===== src/rtl/alu_op_sequencer.sv =====
// alu_op_sequencer: accepts one ALU request at a time, drives the external ALU
// with one-hot controls for a fixed number of EXEC cycles, then captures and
// holds the ALU result until the consumer takes it.
// Optional divide support is compiled in with the ALU_SEQ_DIV_EN macro; without
// it opcode 9 is rejected as illegal like opcodes 12-15.
module alu_op_sequencer #(
    parameter int unsigned MUL_CYCLES = 4,
    parameter int unsigned DIV_CYCLES = 8
) (
    input  logic        clock,
    input  logic        clear,
    input  logic        op_valid,
    output logic        op_ready,
    input  logic [3:0]  opcode,
    input  logic [31:0] op_a,
    input  logic [31:0] op_b,
    output logic [11:0] alu_ctrl,
    output logic [31:0] alu_ra,
    output logic [31:0] alu_rb,
    input  logic [31:0] alu_zhi,
    input  logic [31:0] alu_zlo,
    output logic        res_valid,
    input  logic        res_ready,
    output logic [31:0] res_hi,
    output logic [31:0] res_lo,
    output logic        illegal
);

    // Both cycle counts must fit the 4-bit EXEC counter.
    if (MUL_CYCLES < 1 || MUL_CYCLES > 15 || DIV_CYCLES < 1 || DIV_CYCLES > 15) begin : g_bad_cycles
        $error("alu_op_sequencer: MUL_CYCLES and DIV_CYCLES must lie in 1..15");
    end

    localparam logic [3:0] MulLast = 4'(MUL_CYCLES - 1);
`ifdef ALU_SEQ_DIV_EN
    localparam logic [3:0] DivLast = 4'(DIV_CYCLES - 1);
`endif

    typedef enum logic [1:0] {
        StIdle,
        StExec,
        StDone
    } state_e;

    state_e      state_q, state_d;
    logic [3:0]  cnt_q, cnt_d;
    logic [3:0]  op_q, op_d;
    logic [31:0] ra_q, ra_d;
    logic [31:0] rb_q, rb_d;
    logic [31:0] hi_q, hi_d;
    logic [31:0] lo_q, lo_d;
    logic        illegal_q, illegal_d;

    logic        op_legal;
    logic [3:0]  op_last;

    // Classify the incoming opcode and pick its EXEC length minus one.
    always_comb begin
        op_legal = 1'b0;
        op_last  = 4'd0;
        case (opcode)
            4'd0, 4'd1, 4'd2, 4'd3, 4'd4, 4'd5, 4'd6, 4'd7, 4'd10, 4'd11: begin
                op_legal = 1'b1;
            end
            4'd8: begin
                op_legal = 1'b1;
                op_last  = MulLast;
            end
`ifdef ALU_SEQ_DIV_EN
            4'd9: begin
                op_legal = 1'b1;
                op_last  = DivLast;
            end
`endif
            default: begin
                op_legal = 1'b0;
            end
        endcase
    end

    // Next-state logic: accept/reject in IDLE, count down in EXEC, hand off in DONE.
    always_comb begin
        state_d   = state_q;
        cnt_d     = cnt_q;
        op_d      = op_q;
        ra_d      = ra_q;
        rb_d      = rb_q;
        hi_d      = hi_q;
        lo_d      = lo_q;
        illegal_d = 1'b0;
        case (state_q)
            StIdle: begin
                if (op_valid) begin
                    if (op_legal) begin
                        op_d    = opcode;
                        ra_d    = op_a;
                        rb_d    = op_b;
                        cnt_d   = op_last;
                        state_d = StExec;
                    end else begin
                        // Rejected request is still consumed; flag it next cycle.
                        illegal_d = 1'b1;
                    end
                end
            end
            StExec: begin
                if (cnt_q == 4'd0) begin
                    hi_d    = alu_zhi;
                    lo_d    = alu_zlo;
                    state_d = StDone;
                end else begin
                    cnt_d = cnt_q - 4'd1;
                end
            end
            StDone: begin
                // Always pass through IDLE before the next accept.
                if (res_ready) begin
                    state_d = StIdle;
                end
            end
            default: begin
                state_d = StIdle;
            end
        endcase
    end

    // State and datapath registers; clear discards any operation in flight.
    always_ff @(posedge clock or posedge clear) begin
        if (clear) begin
            state_q   <= StIdle;
            cnt_q     <= 4'd0;
            op_q      <= 4'd0;
            ra_q      <= 32'd0;
            rb_q      <= 32'd0;
            hi_q      <= 32'd0;
            lo_q      <= 32'd0;
            illegal_q <= 1'b0;
        end else begin
            state_q   <= state_d;
            cnt_q     <= cnt_d;
            op_q      <= op_d;
            ra_q      <= ra_d;
            rb_q      <= rb_d;
            hi_q      <= hi_d;
            lo_q      <= lo_d;
            illegal_q <= illegal_d;
        end
    end

    // One-hot ALU control, only while executing.
    always_comb begin
        alu_ctrl = 12'h000;
        if (state_q == StExec) begin
            case (op_q)
                4'd0:    alu_ctrl = 12'h001;
                4'd1:    alu_ctrl = 12'h002;
                4'd2:    alu_ctrl = 12'h004;
                4'd3:    alu_ctrl = 12'h008;
                4'd4:    alu_ctrl = 12'h010;
                4'd5:    alu_ctrl = 12'h020;
                4'd6:    alu_ctrl = 12'h040;
                4'd7:    alu_ctrl = 12'h080;
                4'd8:    alu_ctrl = 12'h100;
`ifdef ALU_SEQ_DIV_EN
                4'd9:    alu_ctrl = 12'h200;
`endif
                4'd10:   alu_ctrl = 12'h400;
                4'd11:   alu_ctrl = 12'h800;
                default: alu_ctrl = 12'h000;
            endcase
        end
    end

    // Handshake and data outputs; op_ready stays low while clear is held.
    always_comb begin
        op_ready  = (state_q == StIdle) && !clear;
        res_valid = (state_q == StDone);
        alu_ra    = ra_q;
        alu_rb    = rb_q;
        res_hi    = hi_q;
        res_lo    = lo_q;
        illegal   = illegal_q;
    end

endmodule


===== config.mk =====
export PLATFORM = sky130hd
export DESIGN_NAME = alu_op_sequencer
export DESIGN_NICKNAME = d
export VERILOG_FILES = /design/src/rtl/alu_op_sequencer.sv
export SDC_FILE = /design/constraint.sdc
export NUM_CORES = 1
export LEC_CHECK = 0
export CORE_AREA = 2 2 107 109
export DETAILED_ROUTE_END_ITERATION = 6
export DIE_AREA = 0 0 109 111
export DONT_BUFFER_PORTS = 1
export GPL_TIMING_DRIVEN = 1
export PLACE_DENSITY = 0.71
export SLEW_MARGIN = 5
export SYNTH_ARGS = -nofsm -noshare
export SYNTH_HDL_FRONTEND = slang
export SYNTH_SLANG_ARGS = --single-unit

===== constraint.sdc =====
create_clock -name clock -period 5.3 [get_ports clock]
set_clock_uncertainty 0.05 [all_clocks]
set_input_delay 1.59 -clock clock [delete_from_list [all_inputs] [get_ports clock]]
set_output_delay 1.59 -clock clock [all_outputs]
set_load 0.01 [all_outputs]

# Yosys cells after proc, flatten, opt, wreduce, memory -nomap -nowiden
# Memories as Yosys holds them, arrays and structs flattened.
# Cells that the tools add are included.
# op_classes
add_sub_neg	1
n_eq_ne	17
n_mux	15
reduce_logical	11
# ops
op	n
== test 4 x 3 -> 1 bit (second input constant)	4
== test 4 bit (second input constant)	3
2-to-1 mux 12 bit	1
2-to-1 mux 4 bit	3
OR reduction 11 bit	1
2-to-1 mux 2 bit	5
== test 4 x 2 -> 1 bit (second input constant)	2
zero test 4 bit	2
inequality test 2 bit (second input constant)	4
one-hot mux 4 bit (2 select lines)	1
AND reduction 4 bit	2
one-hot mux 2 bit (3 select lines)	1
== test 4 x 1 -> 1 bit (second input constant)	1
2-to-1 mux 1 bit	4
subtractor 4 x 1 -> 4 bit (second input constant)	1
AND reduction 3 bit	1
== test 2 x 1 -> 1 bit (second input constant)	1
== test 2 bit (second input constant)	1
zero test 2 bit	1
inequality test 2 x 1 -> 1 bit (second input constant)	1
AND reduction 2 bit	1
nonzero test 2 bit	1
logical AND 1 bit	1
zero test 1 bit	1
# totals
reg_bits	139
mem_bits_ro	176
output_inout_bits	143
word_cells	53
memories	1
# memory_table
name	depth	word_bits	read_ports	rd_clocked_by_memory_dff	wr	line_no	text
(name not given)	16	11	1	0	0	154	case (op_q)

# Logic depth before layout (Yosys ltp)
# depth
depth_word	6
ltp_mapped	7

# Least setup slack after synthesis
# No wires, ideal clock.
# synth_timing
path_type	in2out
startpoint	input clear
endpoint	output op_ready
t_arrival_ps	1849
required_ps	3660
setup_slack_ps	1811
cell_stages	1
path_cell_list	nor3_1
# synth_between
elab_chain_cells	2
# synth_lines
item	line_no	text
from (decl)	11	input logic clear,
zero test 1 bit	176	op_ready = (state_q == StIdle) && !clear;
logical AND 1 bit	176	
to (decl)	13	output logic op_ready,
# No other way between the ends.

# Final worst setup path
# Ends and elaborated chain as after synthesis.

==> metrics.md <==
| Metric | Value |
|---|---|
| DRT Pass-1 Iters | 4 |
| Vias per inst | 5.608 |
| Top FF cell, synth | dfrtp_1 |
| DIE AREA | 12100 µm² |
| Share of power burned in registers | 47.7% |
| Slew Limit Headroom | 34.39% |
| WL per Instance | 22.78 µm |
| CTS H-tree lvls | 4 |
| Synth top area share | 60.17% |
| Hold_ws | 0.4850 ns |
| RSZ-0062 raised after global routing | no |
| CTS tree | done |
| Placed Area | 5833 µm² |
| Critical path peak fanout | 2 |
| # Post-CTS Setup Buffers | 0 |
| Sw Pwr | 1.549 mW |
| Clk slew on worst S/H paths | 0.05 ns |
| Mapped Nets | 484 |
| Worst path required time | 3.66 ns |
| Final critical-path share of the clock period | 66.92% |
| Sw Ratio | 32.01% |
| CP Cell Sequence | nor3_1 |
| Top cells by area, synth | dfrtp_1 (60%), mux2_4 (20%), mux2_2 (11%) |
| Count of cell types in the netlist | 28 |
| Status | complete, no violations |
| Fin Setup TNS | 0 ns |
| Met2 GRT Util | 30.72% |
| Drt initial violations | 197 |
| RR Endpoint | alu_rb[24]$_DFFE_PP0P_ |
| Slowest cell delay on critical path | 0.32 ns |
| Stages on worst setup path | 1 |
| Layout Cell Area excl Fill | 6471 µm² |
| Hold crit path type | flip-flop to flip-flop |
| Worst Hold Path Cells | 1 |
| # rows | 39 |
| N_diodes | 0 |
| Vias in the first global route | 3088 |
| Post-synthesis register bit count | 139 |
| Clock sink count | 139 |
| Max-Cap Viols | 0 |
| Syn-to-layout area delta | 11.95% |
| Async SR Flop Fraction | 100.0% |
| Setup Crit Path Kind | input port to output pin |
| Max clock buf depth | 2 |
| Post-synthesis sequential area ratio | 60.17% |
| Synthesized area | 5781 µm² |
| Starting Density | 52.19% |
| Vias | 2849 |
| CP startpoint kind | input port |
| Worst Max-Slew Pin Slew | 0.9821 ns |
| Final Hold Viols | 0 |
| Mapped Cells | 346 |
| Arrival time worst endpoint | 1.91 ns |
| DP HPWL | 8009 µm |
| Tmin final | 3.547 ns |
| GRT Max-Usage Layer | met2 |
| Yosys top cell by area | dfrtp_1 |
| Synth cell count leaders | dfrtp_1 (139), mux2_4 (76), mux2_2 (56) |
| Worst-Skew Late Latency | 0.40 ns |
| Slowest cell on crit path | nor3_1 |
| Count leader, synth | dfrtp_1 |
| PD cells | 747.8 nW/µm² |
| Worst Hold End | cnt_q[1]$_DFFE_PP0P_ |
| Met1 Use GR | 21.04% |
| Placed Cells | 477 |
| Reg2reg setup slack | 2.71 ns |
| Maximum VDD drop | 0.0004209 V |
| Critical path buffers and inverters | 0 |
| Port Buffers | 0 |
| Lkg Pwr | 2.989 nW |
| Top Family by Delay on Critical Path | simple AND/OR/NAND/NOR gates |
| Gate power share | 26.2% |
| Int Power | 3.290 mW |
| Synth warn | 0 |
| Routability cong. | 0.7506 |
| Worst Setup End Kind | output pin |
| Endpoints failing setup | 0 |
| Core area | 11080 µm² |
| Post-synth EDFFs | 0 |
| Fraction of layout cells with a size suffix above 1 | 46.85% |
| I/O Pins | 279 |
| Nets@finish | 491 |
| Syn_area_per_cell | 16.71 µm² |
| Clock tree root buffer cell | clkbuf_16 |
| Pins over their slew limit | 0 |
| Min-delay src | cnt_q[1]$_DFFE_PP0P_ |
| Chip height | 111 µm |
| Util after Layout | 58.42% |
| First-pass GRT wire length | 17280 µm |
| FF-to-FF Start | state_q[0]$_DFFE_PP0P_ |
| Wirelength, routed | 11570 µm |
| Largest net degree at the start of global routing | 140 |
| Post-CTS sizing | 0 |
| Antenna viol nets, final | 0 |
| Die W | 109 µm |
| Clock share of power | 26.2% |
| Residual DRC | 0 |
| Reg2reg path depth | 5 |
| GR Overflow Total | 0 |
| Total CTS buffers | 17 |
| F_max | 0.2820 GHz |
| Cell Count, Final, Fillers Out | 508 |
| Hold buffers post-CTS | 0 |
| Met3 usage | 10.76% |
| Initial antenna violation count | 0 |
| Gr usage total | 19.18% |
flip-flops by register name (all words and copies together) (netlist names):
signal   flops
alu_ra      32
alu_rb      32
res_hi      32
res_lo      32
cnt_q        4
op_q         4
state_q      2
illegal      1
metrics by stage:
step | setup slack (ns) | power [mW]
floorplan | 1.811 | 3.346
detailed placement | 1.570 | 3.590
CTS | 1.745 | 4.883
global placement | 1.660 | 3.527
global route | 1.706 | 5.082
finish | 1.753 | 4.839
cells by family after synthesis:
logic type      after synthesis  synth area share, %
fa+ha+maj                     2               0.4328
buf+inv                      21                3.528
xor+xnor                      2               0.3031
compound gates                8                1.147
mux                         132                30.65
flops                       139                60.17
other cells                   1              0.06487
simple gates                 41                3.701
cells in the final DEF (no fill, tap or decap), types with 2 or more instances in the layout:
cell type   instances
clkbuf_16          17
nor3_1              5
nand2_1             6
buf_4               3
mux2_2             56
nand2b_1            4
inv_1               4
dfrtp_1           139
bufinv_16           4
ha_1                2
clkinvlp_4          2
clkbuf_8            5
mux2_4             76
xor2_1              2
nor2b_4             2
nor2_1             15
nand3_1             3
clkbuf_1            3
o21ai_0             3
power by group through the flow:
stage | registers [mW] | logic (mW) | clock network, mW
3_3_place_gp | 2.31 | 1.22 | 0
6_report | 2.31 | 1.27 | 1.27
3_5_place_dp | 2.32 | 1.27 | 0
2_1_floorplan | 2.15 | 1.20 | 0
4_1_cts | 2.31 | 1.28 | 1.29
5_1_grt | 2.37 | 1.37 | 1.34
worst reg2reg max path: stages (launching register included):
cell     delay (ns)
dfrtp_1        0.50
nor2_2         0.17
nand2_1        0.13
nor2b_4        0.79
buf_4          0.47
mux2_4         0.34
routing by layer:
metal	wire length (µm)	part of all wire, %
met3	1416	12
met2	5716	49
met5	0	0
met4	204	1.8
met1	4237	37
how the worst max path moves through the flow:
stage / slack [ns] / endpoint / start
2_1_floorplan: 1.81 / op_ready / clear
6_report: 1.75 / op_ready / clear
4_1_cts: 1.74 / op_ready / clear
3_3_place_gp: 1.66 / alu_rb[22]$_DFFE_PP0P_ / opcode[0]
3_5_place_dp: 1.57 / alu_rb[17]$_DFFE_PP0P_ / opcode[0]
5_1_grt: 1.71 / alu_ctrl[0] / state_q[0]$_DFFE_PP0P_
cell type report:
cell class	instances	area, µm²
clock buffer	25	505.5
clock inverter	6	132.6
fill	833	4606
inverter	5	22.52
multi-input combinational	186	2111
sequential	139	3478
tap	143	178.9
timing repair buffer	4	42.54
(Power assumes the default switching activity.)
